==> config.mk <==
export PLATFORM = sky130hd
export DESIGN_NAME = bcd_updown_counter
export DESIGN_NICKNAME = d
export VERILOG_FILES = /design/src/rtl/bcd_updown_counter.sv
export SDC_FILE = /design/constraint.sdc
export NUM_CORES = 1
export LEC_CHECK = 0
export BUFFER_PORTS_ARGS = -buffer_cell sky130_fd_sc_hd__buf_2
export CAP_MARGIN = 20
export CORE_MARGIN = 4
export CORE_UTILIZATION = 35
export CTS_CLUSTER_DIAMETER = 80
export DETAILED_ROUTE_END_ITERATION = 8
export HOLD_SLACK_MARGIN = 0.15
export SETUP_SLACK_MARGIN = 0.3
export SLEW_MARGIN = 20
export SYNTH_ARGS = -nofsm -noshare
export SYNTH_HDL_FRONTEND = slang
export SYNTH_SLANG_ARGS = --single-unit
==> constraint.sdc <==
create_clock -name CP -period 2.5 [get_ports CP]
set_input_delay 0.5 -clock CP [delete_from_list [all_inputs] [get_ports CP]]
set_output_delay 0.5 -clock CP [all_outputs]
set_load 0.005 [all_outputs]
==> src/rtl/bcd_updown_counter.sv <==
// Cascadable multi-digit modulo-BASE up/down counter with clamped parallel load,
// wrap/saturate selection, a registered wrap pulse and a zero flag.
module bcd_updown_counter #(
    parameter int                     DIGITS    = 2,
    parameter int                     DW        = 4,
    parameter int                     BASE      = 10,
    parameter logic [DIGITS*DW-1:0]   RESET_VAL = 8'h05
) (
    input  logic                 CP,
    input  logic                 CR,
    input  logic                 Ld,
    input  logic                 CTP,
    input  logic                 CTT,
    input  logic                 UD,
    input  logic                 SAT,
    input  logic [DIGITS*DW-1:0] D,
    output logic [DIGITS*DW-1:0] Q,
    output logic                 CO,
    output logic                 WRAP,
    output logic                 ZERO
);

    localparam int            W    = DIGITS * DW;
    localparam logic [DW-1:0] MAXD = DW'(BASE - 1);

    logic [W-1:0] q_inc;
    logic [W-1:0] q_dec;
    logic [W-1:0] d_clamped;
    logic         term_up;
    logic         term_dn;
    logic         term;
    logic         cnt_en;
    logic         carry;
    logic         borrow;

    // Digit-wise ripple: each digit only moves when every lower digit rolls over.
    // NOTE: always_comb gives every output a default first, so no latch can be inferred.
    always_comb begin
        q_inc     = Q;
        q_dec     = Q;
        d_clamped = D;
        carry     = 1'b1;
        borrow    = 1'b1;
        term_up   = 1'b1;
        term_dn   = 1'b1;
        for (int i = 0; i < DIGITS; i++) begin
            if (carry) begin
                q_inc[i*DW +: DW] = (Q[i*DW +: DW] == MAXD) ? '0 : Q[i*DW +: DW] + 1'b1;
            end
            if (borrow) begin
                q_dec[i*DW +: DW] = (Q[i*DW +: DW] == '0) ? MAXD : Q[i*DW +: DW] - 1'b1;
            end
            carry   = carry  & (Q[i*DW +: DW] == MAXD);
            borrow  = borrow & (Q[i*DW +: DW] == '0);
            term_up = term_up & (Q[i*DW +: DW] == MAXD);
            term_dn = term_dn & (Q[i*DW +: DW] == '0);
            // Widen by one bit so BASE == 2**DW compares correctly.
            if ({1'b0, D[i*DW +: DW]} >= (DW+1)'(BASE)) begin
                d_clamped[i*DW +: DW] = MAXD;
            end
        end
    end

    assign term   = UD ? term_up : term_dn;
    assign cnt_en = CTP & CTT;
    assign CO     = CTT & term;
    assign ZERO   = (Q == '0);

    // NOTE: sequential state uses non-blocking assignments so all registers update together.
    always_ff @(posedge CP or posedge CR) begin
        if (CR) begin
            Q    <= RESET_VAL;
            WRAP <= 1'b0;
        end else if (!Ld) begin
            Q    <= d_clamped;
            WRAP <= 1'b0;
        end else if (cnt_en) begin
            if (term && SAT) begin
                WRAP <= 1'b0;
            end else begin
                // The ripple from the terminal state lands exactly on the wrapped value.
                Q    <= UD ? q_inc : q_dec;
                WRAP <= term;
            end
        end else begin
            WRAP <= 1'b0;
        end
    end

endmodule

==> results of run 1 <==
[state kept, by name, indices dropped and copies added, names as in the netlist]
signal	count
Q	8
WRAP	1
[logic make-up (layout without fill, tap and decap cells)]
logic type	after synthesis	in the layout	synth area share [%]
flip-flops	9	9	25.63
buffers and inverters	16	35	10.70
AO/OA/AOI/OAI	32	32	28.59
multiplexers	4	4	4.507
XOR/XNOR	6	6	5.915
AND/OR/NAND/NOR	40	40	24.65
[timing repair]
action                                  CTS  global route
endpoints found under the setup margin    1             1
hold buffers                              0             0
buffers inserted                          1             0
gates resized for setup                   0             2
[synthesized netlist by cell type (all sizes together), types with 2 or more instances]
library cell	number	area share [%]
nand3	3	1.7
dfrtp	7	20
nand2	8	3.4
inv	5	2.1
dfstp	2	5.9
clkbuf	4	1.7
nor2b	2	1.4
and3	3	2.1
o21ai	8	4.5
o211ai	4	3.4
mux2i	4	4.5
a22o	4	4.2
xnor2	4	3.9
buf	7	6.9
nor4	2	1.4
nor2	8	3.4
xor2	2	2.0
a22oi	3	2.5
a21oi	4	2.3
nor3	6	3.4
[power by group through the flow]
stage / clock [W] / combinational, W / sequential (W)
floorplan: 0 / 0.000155 / 0.000180
global placement: 0 / 0.000151 / 0.000215
detailed placement: 0 / 0.000153 / 0.000217
CTS: 0.000113 / 0.000162 / 0.000209
global route: 0.000118 / 0.000179 / 0.000214
finish: 0.000108 / 0.000161 / 0.000210
[worst paths after layout]
check	start	end	slack (ns)	cells after the start
min in group CP	SAT	WRAP	0.46	2
max	Q[3]	CO	0.41	5
max in group asynchronous	CR	Q[0]	2.02	2
min reg2reg	Q[0]	Q[0]	0.61	2
min	CR	Q[3]	0.19	2
max reg2reg	Q[0]	Q[5]	0.49	6
[through the flow]
stage                     setup WS, ns  hold slack (ns)  cell area (µm²)
after floorplan                 0.5338           0.3265            888.4
after global placement          0.3921           0.4689            972.2
after detailed placement        0.3657           0.4699            972.2
after CTS                       0.3074           0.1903             1006
after global routing            0.3079           0.2076             1012
final                           0.4125           0.1871             1012
[routing by layer]
| layer | wire length, µm | vias up | global-route usage, % |
|---|---|---|---|
| met1 | 884 | 401 | 12.93 |
| met4 | 0 | 0 | 0.9934 |
| met5 | 0 | - | 0 |
| met3 | 119 | 0 | 3.947 |
| li1 | - | 433 | - |
| met2 | 1059 | 21 | 21.37 |
[final cells by class]
class / count / area (µm²) / share of cell area [%]
inverter: 5 / 18.77 / 1.854
tap: 28 / 35.03 / 3.461
timing repair buffer: 26 / 132.6 / 13.10
clock buffer: 4 / 26.28 / 2.596
multi-input combinational: 82 / 570.5 / 56.37
sequential: 9 / 229.0 / 22.62
[worst max-delay path, cell delays in order, from the launching register on]
cell	delay [ns]
dfrtp_1	0.50
and4_2	0.27
a22oi_2	0.17
nor2_1	0.08
and3_1	0.18
buf_2	0.12
==> impl_metrics.json, run 1 <==
{
  "status": "complete, no violations",
  "final_util_pct": 43.66,
  "cts_made_buffers": 3,
  "firstDrtPassIters": 4,
  "synthFlopType": "dfrtp_1",
  "track_usage_pct": 11.46,
  "die_y_um": 58.38,
  "synth_cell_types": 40,
  "area_growth_pct": 13.94,
  "syn_area_um2": 888.4,
  "cts_tree": "done",
  "finalSetupTns_ns": 0,
  "seq_area_frac_synth_pct": 25.63,
  "p_clk_share_pct": 22.5,
  "ios": 26,
  "p_per_area_nw_per_um2": 472.9,
  "rsz0062_at_grt": "no",
  "first_iter_violations": 10,
  "dpl.hpwl_um": 1587,
  "slew_viol_final": 0,
  "maxCapViolCount": 0,
  "finClkSkew_ns": 0.002230,
  "antenna_found_initial": 0,
  "instances_no_fill": 154,
  "final_common_cell": "buf_2",
  "fmax_mhz": 479.0,
  "p_switching_w": 0.0001697,
  "grt_max_degree": 20,
  "worst_slew_pin_slew_ns": 0.4838,
  "num_vias": 855,
  "dieArea_um2": 3408,
  "cts_root_buf": "clkbuf_4",
  "gp_congestion": 0.7756,
  "drt-total-wl_um": 2063,
  "viasPerCell": 5.552,
  "drcViolationCount": 0,
  "swShare_pct": 35.45,
  "vdd_drop_max_v": 0.0004546,
  "cp-end-kind": "output port",
  "synth-seq-cells": 9,
  "htreeDepth": 1,
  "ant_nets": 0,
  "io_buffers": 25,
  "synthArstFlopShare_pct": 100.0,
  "cp.arrival_ns": 1.59,
  "postSynthAreaPerCell_um2": 8.302,
  "fill_cells": 229,
  "overflow": 0,
  "yosys_warnings": 0,
  "comb_power_share_pct": 33.6,
  "hold_viol": 0,
  "start_util_pct": 38.32,
  "relSlewSlack_pct": 67.55,
  "syn-instance-count": 107,
  "path_max_fanout": 12,
  "nets": 142,
  "die_w_um": 58.38,
  "clock_sinks": 9,
  "rows": 17,
  "seq_power_share_pct": 43.9,
  "clk_latency_ns": 0.25,
  "path_clk_slew_ns": 0.06,
  "start_kind": "register",
  "syn_nets": 122,
  "path_class": "register to output port",
  "min_period_ns": 2.087,
  "synth_edf_count": 0,
  "drive_gt1_share_pct": 33.33,
  "leakage_nw": 0.4374,
  "post_drt_wl_per_cell_um": 13.40,
  "period_share_pct": 83.50,
  "min_path_type": "input port to asynchronous set/reset pin",
  "finalPower_w": 0.0004787,
  "clock_path_buffers": 2,
  "grt_pass1_wl_um": 3118,
  "coreArea_um2": 2318,
  "n_antenna_cell": 0,
  "intPower_w": 0.0003090,
  "grt_pass1_vias": 724,
  "required_ns": 2.00,
  "layout_common_cells": "buf_2 (25), o21ai_0 (8), nor2_1 (8), nand2_1 (8)",
  "place_inst": 149,
  "setup_viol": 0
}
(Power assumes the default switching activity.)
==> run 2: changes to the inputs <==
clock period = 2.07 ns   (was 2.5 ns; I/O delays follow)
==> impl_metrics.json, run 2 (synthesized netlist as in run 1, its figures left out) <==
{
  "status": "complete, no violations",
  "coreArea_um2": 2318,
  "finalSetupTns_ns": 0,
  "top_regs": "Q (8), WRAP (1)",
  "min_from": "SAT",
  "period_share_pct": 93.58,
  "cts_made_buffers": 3,
  "fin_ws_ns": 0.1329,
  "maxCapViolCount": 0,
  "htreeDepth": 1,
  "clk_latency_ns": 0.27,
  "io_buffers": 25,
  "clock_path_buffers": 2,
  "clock_sinks": 9,
  "comb_power_share_pct": 41.6,
  "p_per_area_nw_per_um2": 549.8,
  "final_common_cell": "buf_2",
  "busiest_layer": "met2",
  "rr_worst_depth": 6,
  "p_switching_w": 0.0002392,
  "met1_usage_pct": 17.29,
  "die_y_um": 58.38,
  "path_max_fanout": 10,
  "start_util_pct": 38.32,
  "n_antenna_cell": 0,
  "drt-total-wl_um": 2593,
  "largest_reg_flops": 8,
  "slew_viol_final": 0,
  "r2r_end": "Q[5]",
  "antenna_found_initial": 0,
  "use_met2_pct": 26.79,
  "hold_viol": 0,
  "rows": 17,
  "num_vias": 931,
  "min_period_ns": 1.937,
  "leakage_nw": 0.5227,
  "grt_pass1_vias": 917,
  "vdd_drop_max_v": 0.0004229,
  "swShare_pct": 36.79,
  "cts_root_buf": "clkbuf_4",
  "dpl.hpwl_um": 1810,
  "start_kind": "register",
  "drcViolationCount": 0,
  "overflow": 0,
  "ant_nets": 0,
  "area_growth_pct": 33.10,
  "holdWs_ns": 0.3556,
  "hold_end": "WRAP",
  "pre_cts_ws_ns": 0.1941,
  "cp.arrival_ns": 1.52,
  "seq_power_share_pct": 36.9,
  "setup_viol": 0,
  "drive_gt1_share_pct": 43.57,
  "top_register": "Q",
  "first_iter_violations": 20,
  "reg2reg_from": "Q[0]",
  "path_class": "register to output port",
  "ios": 26,
  "viasPerCell": 5.542,
  "required_ns": 1.66,
  "hold_path_depth": 2,
  "nets": 156,
  "rsz0062_at_grt": "yes",
  "cts_tree": "done",
  "dieArea_um2": 3408,
  "path_clk_slew_ns": 0.06,
  "grtUsageMet3_pct": 5.482,
  "fmax_mhz": 516.2,
  "track_usage_pct": 15.64,
  "die_w_um": 58.38,
  "reg2reg_slack_ns": 0.19,
  "intPower_w": 0.0004109,
  "min_path_type": "input port to register",
  "layout_common_cells": "buf_2 (25), buf_4 (11), o21ai_0 (8), nor2_1 (8), nand2_1 (8)",
  "finClkSkew_ns": 0.007851,
  "grt_max_degree": 17,
  "worst_slew_pin_slew_ns": 0.3890,
  "gp_congestion": 0.7684,
  "relSlewSlack_pct": 74.07,
  "post_drt_wl_per_cell_um": 15.43,
  "grt_pass1_wl_um": 4064,
  "cp-end-kind": "output port",
  "firstDrtPassIters": 4,
  "p_clk_share_pct": 21.4
}
[run 2: worst max path at each step]
stage | start | endpoint | cells after the start
after floorplan | Q[3] | Q[5] | 6
after global placement | UD | Q[5] | 6
after detailed placement | UD | Q[5] | 6
after CTS | Q[0] | CO | 5
after global routing | Q[0] | ZERO | 5
final | Q[0] | ZERO | 5
[run 2: through the flow]
stage               total power, W  std cells  cell area, µm²  util, %
floorplan                0.0004068        107           897.1        -
global placement         0.0004672        156            1033    44.58
detailed placement       0.0004738        156            1033    44.58
CTS                      0.0006384        167            1141    49.22
global route             0.0007049        168            1182    51.00
finish                   0.0006501        168            1182    51.00
[run 2: worst max-delay path: stages, from the launching register on]
cell     delay (ns)
dfstp_2        0.40
buf_4          0.18
nor4_2         0.33
nand2_1        0.12
nor2_1         0.10
buf_2          0.12
[run 2: what timing repair did]
action	4_1_cts	5_1_grt
resized for setup	7	6
endpoints found under the hold margin	7	0
pin swaps	7	7
setup endpoints to repair	5	11
hold buffers	1	0
buffers inserted	6	1
cloned	0	0
[run 2: final cells by class]
type / instances / area [µm²]
multi-input combinational: 82 / 621.8
inverter: 5 / 18.77
fill: 218 / 1136
tap: 28 / 35.03
clock buffer: 4 / 26.28
sequential: 9 / 229.0
timing repair buffer: 40 / 251.5
[run 2: power by group through the flow]
stage	Sequential [W]	Clock [W]	Combinational (W)
finish	0.000240	0.000139	0.000271
global route	0.000245	0.000160	0.000300
floorplan	0.000218	0	0.000189
global placement	0.000237	0	0.000230
detailed placement	0.000239	0	0.000235
CTS	0.000239	0.000143	0.000257
[run 2: routing by layer]
metal / vias up / part of all wire (%)
li1: 462 / -
met1: 439 / 40
met2: 26 / 53
met3: 4 / 4.8
met4: 0 / 1.9
met5: - / 0
==> run 3: changes to the inputs <==
RECOVER_POWER = 100   (was default)
==> impl_metrics.json, run 3 (synthesized netlist as in run 1, its figures left out) <==
{
  "finalSetupTns_ns": 0,
  "vdd_drop_max_v": 0.0004164,
  "instances_no_fill": 168,
  "cp.arrival_ns": 1.55,
  "leakage_nw": 0.5137,
  "grt_pass1_wl_um": 4064,
  "min_period_ns": 1.962,
  "slew_viol_final": 0,
  "cts_tree": "done",
  "clk_latency_ns": 0.27,
  "nets": 156,
  "clock_path_buffers": 2,
  "setup_viol": 0,
  "min_path_type": "input port to register",
  "grt_max_degree": 17,
  "first_iter_violations": 18,
  "path_clk_slew_ns": 0.06,
  "regArea_um2": 227.7,
  "p_per_area_nw_per_um2": 554.0,
  "htreeDepth": 1,
  "place_area_um2": 1033,
  "maxCapViolCount": 0,
  "fin_area_um2": 1149,
  "antenna_found_initial": 0,
  "period_share_pct": 94.78,
  "firstDrtPassIters": 4,
  "pre_cts_ws_ns": 0.1941,
  "drt-total-wl_um": 2610,
  "place_inst": 156,
  "io_buffers": 25,
  "ant_nets": 0,
  "drcViolationCount": 0,
  "top_register": "Q",
  "grt_pass1_vias": 917,
  "relSlewSlack_pct": 73.86,
  "layout_common_cells": "buf_2 (25), buf_4 (9), o21ai_0 (8), nor2_1 (8), nand2_1 (8)",
  "largest_reg_flops": 8,
  "track_usage_pct": 15.64,
  "die_y_um": 58.38,
  "post_drt_wl_per_cell_um": 15.54,
  "hold_viol": 0,
  "cts_root_buf": "clkbuf_4",
  "multi_input_comb_area_um2": 596.8,
  "drive_gt1_share_pct": 39.29,
  "n_antenna_cell": 0,
  "num_vias": 939,
  "path_class": "register to output port",
  "dieArea_um2": 3408,
  "rsz0062_at_grt": "yes",
  "top_regs": "Q (8), WRAP (1)",
  "status": "complete, no violations",
  "finClkSkew_ns": 0.008775,
  "cp-end-kind": "output port",
  "overflow": 0,
  "gp_congestion": 0.7684,
  "start_kind": "register",
  "rows": 17,
  "worst_slew_pin_slew_ns": 0.3913,
  "fill_cells": 226,
  "die_w_um": 58.38,
  "fin_ws_ns": 0.1080,
  "path_max_fanout": 7,
  "start_util_pct": 38.32,
  "final_common_cell": "buf_2",
  "cts_made_buffers": 3,
  "fmax_mhz": 509.7,
  "dpl.hpwl_um": 1810,
  "ios": 26,
  "required_ns": 1.66,
  "area_growth_pct": 29.30,
  "viasPerCell": 5.589,
  "coreArea_um2": 2318,
  "clock_sinks": 9
}
run 3: cell types whose count changed in the layout (fill, tap and decap cells not counted), sizes merged:
cell / before / now
clkbuf: 4 / 6
buf: 39 / 37
run 3: worst paths after layout:
path,start,to,slack [ns],depth (start not counted)
worst max-delay path,Q[3],ZERO,0.11,5
worst min-delay path,SAT,WRAP,0.35,2
worst max register to register,Q[0],Q[5],0.13,6
worst min register to register,Q[3],Q[3],0.69,2
max in group asynchronous,CR,Q[0],1.14,3
min in group asynchronous,CR,Q[1],0.64,3
run 3: metrics by stage:
stage / util, % / total power [W] / hold WS (ns)
final: 49.54 / 0.0006363 / 0.3545
after detailed placement: 44.58 / 0.0004738 / 0.3873
after global routing: 49.54 / 0.0006920 / 0.3387
after floorplan: - / 0.0004068 / 0.2405
after global placement: 44.58 / 0.0004672 / 0.3907
after CTS: 49.22 / 0.0006384 / 0.3487
run 3: layout make-up:
| class | count | share of cell area [%] |
|---|---|---|
| multi-input combinational | 82 | 51.96 |
| clock buffer | 4 | 2.288 |
| sequential | 9 | 19.83 |
| tap | 28 | 3.050 |
| timing repair buffer | 40 | 21.24 |
| inverter | 5 | 1.634 |
run 3: report_power, final:
group / switching [W] / total, W / internal (W)
clock network: 0.0000637 / 0.000138 / 0.0000744
logic: 0.000130 / 0.000261 / 0.000132
registers: 0.0000402 / 0.000237 / 0.000197
run 3: what timing repair did:
item / CTS / global route
gates cloned: 0 / 0
hold buffers: 1 / 0
endpoints found under the hold margin: 7 / 0
setup buffers: 6 / 1
setup endpoints to repair: 5 / 11
resized for setup: 7 / 6
pin swaps: 7 / 7
run 3: critical path, cell delays in order, from the launching register on:
cell	delay, ns
dfrtp_1	0.45
buf_6	0.17
nor4_2	0.32
nand2_1	0.12
nor2_1	0.10
buf_2	0.12
run 3: per-layer routing:
| metal | vias to the layer above | routed length (µm) | track usage [%] |
|---|---|---|---|
| met2 | 28 | 1370 | 26.79 |
| met1 | 444 | 1068 | 17.29 |
| met4 | 0 | 44 | 6.954 |
| met5 | - | 0 | 0 |
| li1 | 463 | - | - |
| met3 | 4 | 126 | 5.482 |
